<file path="config.mk">
export PLATFORM = sky130hd
export DESIGN_NAME = pipe_stage_reg_flat
export DESIGN_NICKNAME = d
export VERILOG_FILES = /design/src/rtl/pipe_stage_reg_if.sv /design/src/rtl/pipe_stage_reg.sv /design/src/flat_wrapper.sv
export SDC_FILE = /design/constraint.sdc
export NUM_CORES = 1
export LEC_CHECK = 0
export ABC_AREA = 1
export BUFFER_PORTS_ARGS = -buffer_cell sky130_fd_sc_hd__buf_2
export CORE_ASPECT_RATIO = 0.8
export CORE_MARGIN = 5
export CORE_UTILIZATION = 48
export CTS_CLUSTER_SIZE = 30
export DETAILED_ROUTE_END_ITERATION = 8
export GPL_TIMING_DRIVEN = 0
export HOLD_SLACK_MARGIN = 0.03
export PLACE_DENSITY = 0.87
export SETUP_SLACK_MARGIN = 0.02
export SLEW_MARGIN = 20
export SYNTH_ARGS = -nofsm -noshare
export SYNTH_HDL_FRONTEND = slang
export SYNTH_SLANG_ARGS = --single-unit
</file>
<file path="constraint.sdc">
create_clock -name clk -period 1.5 [get_ports clk]
set_input_delay 0.225 -clock clk [delete_from_list [all_inputs] [get_ports clk]]
set_output_delay 0.225 -clock clk [all_outputs]
set_load 0.005 [all_outputs]
</file>
<file path="src/rtl/pipe_stage_reg_if.sv">
// Valid/ready handshake bundle for pipe_stage_reg: the upstream (in_*) and downstream (out_*) sides.
// master = the environment driving the stage, slave = the stage itself.
interface pipe_stage_reg_if #(
  parameter int unsigned WIDTH = 32
);
  logic             in_valid;
  logic             in_ready;
  logic [WIDTH-1:0] in_data;
  logic             out_valid;
  logic             out_ready;
  logic [WIDTH-1:0] out_data;

  modport master (
    output in_valid, in_data, out_ready,
    input  in_ready, out_valid, out_data
  );

  modport slave (
    input  in_valid, in_data, out_ready,
    output in_ready, out_valid, out_data
  );
endinterface

</file>
<file path="src/rtl/pipe_stage_reg.sv">
// Single-entry valid/ready pipeline register with flush and a saturating back-pressure counter.
// Define PIPE_STAGE_SKID_EN to add a skid entry and drive in_ready from state only.
module pipe_stage_reg #(
  parameter int unsigned      WIDTH     = 32,
  parameter logic [WIDTH-1:0] RESET_VAL = '0
) (
  input  logic                  clk,
  input  logic                  reset,
  input  logic                  flush,
  pipe_stage_reg_if.slave       bus,
  output logic [15:0]           stall_cnt
);

  logic             main_valid_q, main_valid_d;
  logic [WIDTH-1:0] main_data_q,  main_data_d;
  logic [15:0]      stall_cnt_q,  stall_cnt_d;
  logic             accept;
  logic             drain;

  assign accept = bus.in_valid && bus.in_ready;
  assign drain  = main_valid_q && bus.out_ready;

`ifdef PIPE_STAGE_SKID_EN
  logic             skid_valid_q, skid_valid_d;
  logic [WIDTH-1:0] skid_data_q,  skid_data_d;

  // Only registered state feeds in_ready, so out_ready never reaches the upstream stage.
  assign bus.in_ready = !skid_valid_q && !flush && !reset;

  always_comb begin
    main_valid_d = main_valid_q;
    main_data_d  = main_data_q;
    skid_valid_d = skid_valid_q;
    skid_data_d  = skid_data_q;
    if (flush) begin
      main_valid_d = 1'b0;
      skid_valid_d = 1'b0;
    end else if (drain) begin
      if (skid_valid_q) begin
        main_data_d  = skid_data_q;
        skid_valid_d = 1'b0;
      end else if (accept) begin
        main_data_d  = bus.in_data;
      end else begin
        main_valid_d = 1'b0;
      end
    end else if (accept) begin
      if (main_valid_q) begin
        skid_data_d  = bus.in_data;
        skid_valid_d = 1'b1;
      end else begin
        main_data_d  = bus.in_data;
        main_valid_d = 1'b1;
      end
    end
  end

  // NOTE: skid_data_q is qualified by skid_valid_q, so only the valid bit needs a reset.
  always_ff @(posedge clk) begin
    if (reset) begin
      skid_valid_q <= 1'b0;
    end else begin
      skid_valid_q <= skid_valid_d;
    end
    skid_data_q <= skid_data_d;
  end
`else
  assign bus.in_ready = (!main_valid_q || bus.out_ready) && !flush && !reset;

  // NOTE: every always_comb output gets a default first so no latch is inferred.
  always_comb begin
    main_valid_d = main_valid_q;
    main_data_d  = main_data_q;
    if (flush) begin
      main_valid_d = 1'b0;
    end else if (accept) begin
      main_valid_d = 1'b1;
      main_data_d  = bus.in_data;
    end else if (drain) begin
      main_valid_d = 1'b0;
    end
  end
`endif

  always_comb begin
    stall_cnt_d = stall_cnt_q;
    if (main_valid_q && !bus.out_ready && !flush && (stall_cnt_q != 16'hFFFF)) begin
      stall_cnt_d = stall_cnt_q + 16'd1;
    end
  end

  // NOTE: state uses non-blocking assignments; reset is synchronous and overrides flush and handshakes.
  always_ff @(posedge clk) begin
    if (reset) begin
      main_valid_q <= 1'b0;
      main_data_q  <= RESET_VAL;
      stall_cnt_q  <= 16'd0;
    end else begin
      main_valid_q <= main_valid_d;
      main_data_q  <= main_data_d;
      stall_cnt_q  <= stall_cnt_d;
    end
  end

  assign bus.out_valid = main_valid_q;
  assign bus.out_data  = main_data_q;
  assign stall_cnt     = stall_cnt_q;

endmodule

</file>
<file path="src/flat_wrapper.sv">
// flat-port wrapper written by rule: the top's interface ports become plain ports
module pipe_stage_reg_flat 
#(
  parameter int unsigned      WIDTH     = 32,
  parameter logic [WIDTH-1:0] RESET_VAL = '0
)
  (clk, reset, flush, stall_cnt, bus_in_valid, bus_in_data, bus_out_ready, bus_in_ready, bus_out_valid, bus_out_data);
  pipe_stage_reg_if #(.WIDTH(WIDTH)) bus_i ();
  input  logic clk;
  input  logic reset;
  input  logic flush;
  output logic [15:0] stall_cnt;
  input wire logic [$bits(bus_i.in_valid)-1:0] bus_in_valid;
  input wire logic [$bits(bus_i.in_data)-1:0] bus_in_data;
  input wire logic [$bits(bus_i.out_ready)-1:0] bus_out_ready;
  output wire logic [$bits(bus_i.in_ready)-1:0] bus_in_ready;
  output wire logic [$bits(bus_i.out_valid)-1:0] bus_out_valid;
  output wire logic [$bits(bus_i.out_data)-1:0] bus_out_data;
  assign bus_i.in_valid = bus_in_valid;
  assign bus_i.in_data = bus_in_data;
  assign bus_i.out_ready = bus_out_ready;
  assign bus_in_ready = bus_i.in_ready;
  assign bus_out_valid = bus_i.out_valid;
  assign bus_out_data = bus_i.out_data;
  pipe_stage_reg #(.WIDTH(WIDTH), .RESET_VAL(RESET_VAL)) u_core (.clk(clk), .reset(reset), .flush(flush), .bus(bus_i), .stall_cnt(stall_cnt));
endmodule
</file>
; After elaboration in Yosys (flattened, before gate mapping)
; Cells that the tools add are included.
[op_classes]
bitwise_logic = 1
n_eq_ne = 1
n_shift = 0
reduce_logical = 15
mux = 2
n_addsub = 1
div = 0
magnitude_cmp = 0
multipliers = 0
[ops]
columns = op, n
row1 = $add 16x1->16 const B, 1
row2 = $ne 16x16->1 const B, 1
row3 = $logic_and 1x1->1, 7
row4 = $logic_not 1->1, 4
row5 = $mux 1, 2
row6 = $reduce_and 2->1, 1
row7 = $reduce_bool 2->1, 1
row8 = $reduce_or 2->1, 1
row9 = $logic_or 1x1->1, 1
row10 = $not 1->1, 1
[totals]
ramBits = 0
latchBits = 0
in_bits = 37
mem_bits_ro = 0
register_bits = 49
out_inout_bits = 50
memories = 0

; Logic depth before layout (Yosys ltp)
[depth]
word_depth = 6
depth_mapped = 9

; Least setup slack after synthesis
; No wires, ideal clock.
[synth_timing]
path_kind = flip-flop to flip-flop
startpoint = register u_core.stall_cnt_q[0] (netlist: u_core.stall_cnt[0])
endpoint = register u_core.stall_cnt_q[10] (netlist: u_core.stall_cnt[10])
slack_ps = 191
path_buffers = 0
t_arrival_ps = 1193
setup_time_ps = 115
synth_period_minus_slack_ps = 1309
required_ps = 1385
path_stages_with_launch = 7
path_cell_list = dfxtp_1 > ha_1 > inv_1 > nor2_1 > nand4_2 > a21oi_1 > nor2_1
[synth_via]
elab_chain_cells = 2
[synth_rtl]
columns = item, line
row1 = start: declaration, pipe_stage_reg.sv:16  ; logic [15:0] stall_cnt_q, stall_cnt_d;
row2 = start signal: assignment, pipe_stage_reg.sv:101  ; stall_cnt_q <= stall_cnt_d;
row3 = branches (longest 2 deep; another with $add 16x1->16), -
; Parallel ways; which one is timed is not known.
; A chain may end at the register's enable or synchronous reset.

; Worst setup path after layout
[layout_timing]
startpoint = register u_core.stall_cnt_q[9] (netlist: u_core.stall_cnt[9])
endpoint = register u_core.stall_cnt_q[15] (netlist: u_core.stall_cnt[15])
; Same word-level chain as after synthesis.

==> results.sh <==
export IMPL_status="finished, final reports clean"
export IMPL_pwr_density_cell_nw_per_um2=812
export IMPL_synth_area_top_cells="dfxtp_1, nand2_1, nand3_1, a21oi_1, nor2_1"
export IMPL_p_leak_nw=1.27
export IMPL_synthFlopType="dfxtp_1"
export IMPL_grt_use_met1_pct=23.4
export IMPL_seqPwrFrac_pct=57.4
export IMPL_final_area_um2=2890
export IMPL_fill_cells=411
export IMPL_cts_num_sinks=49
export IMPL_dp_hpwl_mm=4.19
export IMPL_rows=22
export IMPL_core_um2=4490
export IMPL_dieArea_um2=6010
export IMPL_drv_slew=0
export IMPL_vdd_ir_drop_max_mv=0.580
export IMPL_fp_dieH_um=70.3
export IMPL_cp_end_kind="register"
export IMPL_groute_usage_overall_pct=17.6
export IMPL_reg2reg_depth=7
export IMPL_critPathKind="reg2reg"
export IMPL_min_path_type="in2reg"
export IMPL_cts_buffers=5
export IMPL_p_int_mw=1.77
export IMPL_slowest_delay_ps=390
export IMPL_cp_top_family="simple AND/OR/NAND/NOR gates"
export IMPL_yosysUniqueCellTypes=22
export IMPL_grt_busiest_layer="met2"
export IMPL_critPathMostFrequentCell="nor2_1"
export IMPL_fin_crit_ps=1390
export IMPL_hold_path_depth=2
export IMPL_worstMarginPinSlew_ps=483
export IMPL_port_buffers=84
export IMPL_io_pins=87
export IMPL_hold_viol_final=0
export IMPL_synth_top_area_share_pct=44.9
export IMPL_ant_nets=0
export IMPL_synthArstFlopShare_pct=0
export IMPL_vias_per_cell=5.03
export IMPL_routed_wl_mm=5.63
export IMPL_holdBufCountCts=0
export IMPL_grt_pass1_wl_mm=8.79
export IMPL_cts_max_level=2
export IMPL_cts_tree="built"
export IMPL_grt_max_degree=17
export IMPL_fin_crit_sh_pct=92.9
export IMPL_dr_pass1_iters=5
export IMPL_power_total_mw=2.35
export IMPL_grt_use_met2_pct=28.6
export IMPL_finalSetupViolCount=0
export IMPL_drc=0
export IMPL_cp_depth=7
export IMPL_rsz0062_at_grt="no"
export IMPL_final_layout_size_suffix_gt1_share_pct=35.5
export IMPL_wl_per_cell_um=12.2
export IMPL_seq_area_frac_synth_pct=44.9
export IMPL_avgSynthCellArea_um2=7.16
export IMPL_finalNonFillerCells=460
export IMPL_antenna_found_initial=0
export IMPL_fin_nets=437
export IMPL_switching_share_pct=24.8
export IMPL_synth_common_cells="nand2_1, dfxtp_1, nand3_1"
export IMPL_synth_edf_count=0
export IMPL_syn_inst=305
export IMPL_max_slew_margin_pct=67.8
export IMPL_clockRootBuffer="clkbuf_8"
export IMPL_grt_pass1_vias=1921
export IMPL_finClkSkew_ps=11.7
export IMPL_place_area_um2=2680
export IMPL_drt_initial_drc_count=87
export IMPL_p_switching_uw=582
export IMPL_p_comb_share_pct=9.7
export IMPL_diodes=0
export IMPL_vias=2313
export IMPL_die_x_um=85.4
export IMPL_syn_area_um2=2180
export IMPL_place_gp_congestion=0.849
export IMPL_yosysTopAreaCell="dfxtp_1"
export IMPL_syn2layout_area_growth_pct=32.3
export IMPL_yosysMostFrequentCell="nand2_1"
export IMPL_met3_usage_pct=5.42
export IMPL_synth_fp_nets=343
export IMPL_whs_ps=115
export IMPL_overflow=0
export IMPL_cp_arrival_ps=1580
export IMPL_cp_required_ps=1690
export IMPL_cts_clk_slew_worst_paths_ps=90
export IMPL_worstPathCellList="nand2_1, nor2_1, nand3_1, nor2_1, nand3_1, nand2_1, nor2_1"
export IMPL_maxCapViolations=0
export IMPL_cts_max_path_buffers=2
export IMPL_cp_slowest_cell="dfxtp_1"
export IMPL_critPathMaxFanout=5
export IMPL_fmax_ghz=0.718
export IMPL_ys_warn_count=0
export IMPL_crit_path_start_kind="register"
export IMPL_ys_ff_latch=49
export IMPL_initial_utilization_pct=48.7
export IMPL_insertion_delay_ps=300
export IMPL_critPathBufInv=0
export IMPL_placed_cells=449
export IMPL_power_frac_clock_pct=32.9
path summary, 6_finish.rpt:
kind	from	to	slack (ps)
setup / recovery	u_core.stall_cnt[9]	u_core.stall_cnt[15]	110
hold reg to reg	u_core.bus.out_data[15]	u_core.bus.out_data[15]	460
setup reg to reg	u_core.stall_cnt[9]	u_core.stall_cnt[15]	110
hold / removal	reset	u_core.bus.out_data[25]	110
sequential cells by signal, indices dropped and copies added, names as in the netlist:
register              count
u_core.stall_cnt         16
u_core.bus.out_valid      1
u_core.bus.out_data      32
metal layers:
metal  routed length (um)  vias up
li1                     -     1188
met1                 2460     1022
met2                 2650      101
met3                  506        2
met4                   18        0
met5                    0        -
per-stage QoR:
stage	setup slack (ps)	util [%]	TNS, ps
floorplan	191	-	0
global placement	12.7	59.7	0
detailed placement	-3.77	59.7	-3.77
CTS	63.0	62.3	0
global route	2.25	64.4	0
finish	106	64.4	0
area by class of cell:
type,instances,area (um2),share of cell area (%)
multi-input combinational,227,1140,39.5
sequential,49,993,34.4
timing repair buffer,86,435,15.1
buffer,15,96.3,3.33
tap,60,75.1,2.60
clock buffer,5,68.8,2.38
inverter,15,56.3,1.95
clock inverter,3,22.5,0.780
power by group through the flow:
stage | Clock [mW] | Sequential, mW | Combinational (mW)
6_report | 0.773 | 1.35 | 0.227
3_5_place_dp | 0 | 1.38 | 0.222
3_3_place_gp | 0 | 1.37 | 0.218
2_1_floorplan | 0 | 1.38 | 0.115
4_1_cts | 0.797 | 1.35 | 0.227
5_1_grt | 0.862 | 1.35 | 0.253
cell families after synthesis:
family,share of synthesized area (%)
buffers and inverters,6.76
XOR/XNOR,0.401
AO/OA/AOI/OAI,10.0
flip-flops,44.9
adder cells (fa/ha/maj),0.573
AND/OR/NAND/NOR,37.3
timing repair:
| item | 4_1_cts | 5_1_grt |
|---|---|---|
| pin swaps | 2 | 3 |
| endpoints found under the hold margin | 0 | 0 |
| setup buffers | 1 | 1 |
| cloned | 0 | 1 |
| endpoints found under the setup margin | 9 | 35 |
| resized for setup | 5 | 24 |
placed cells by master, fill, tap and decap left out, types with 4 or more instances in the layout:
cell and n:
a21oi_1 39, buf_2 86, buf_6 4, clkbuf_1 7, clkbuf_8 5, dfxtp_1 39
dfxtp_2 10, inv_1 11, inv_2 4, nand2_1 70, nand2_2 7, nand3_1 47
nor2_1 39, nor2_2 4, nor2_4 8
Note: power is estimated with default switching activity, not from simulation.
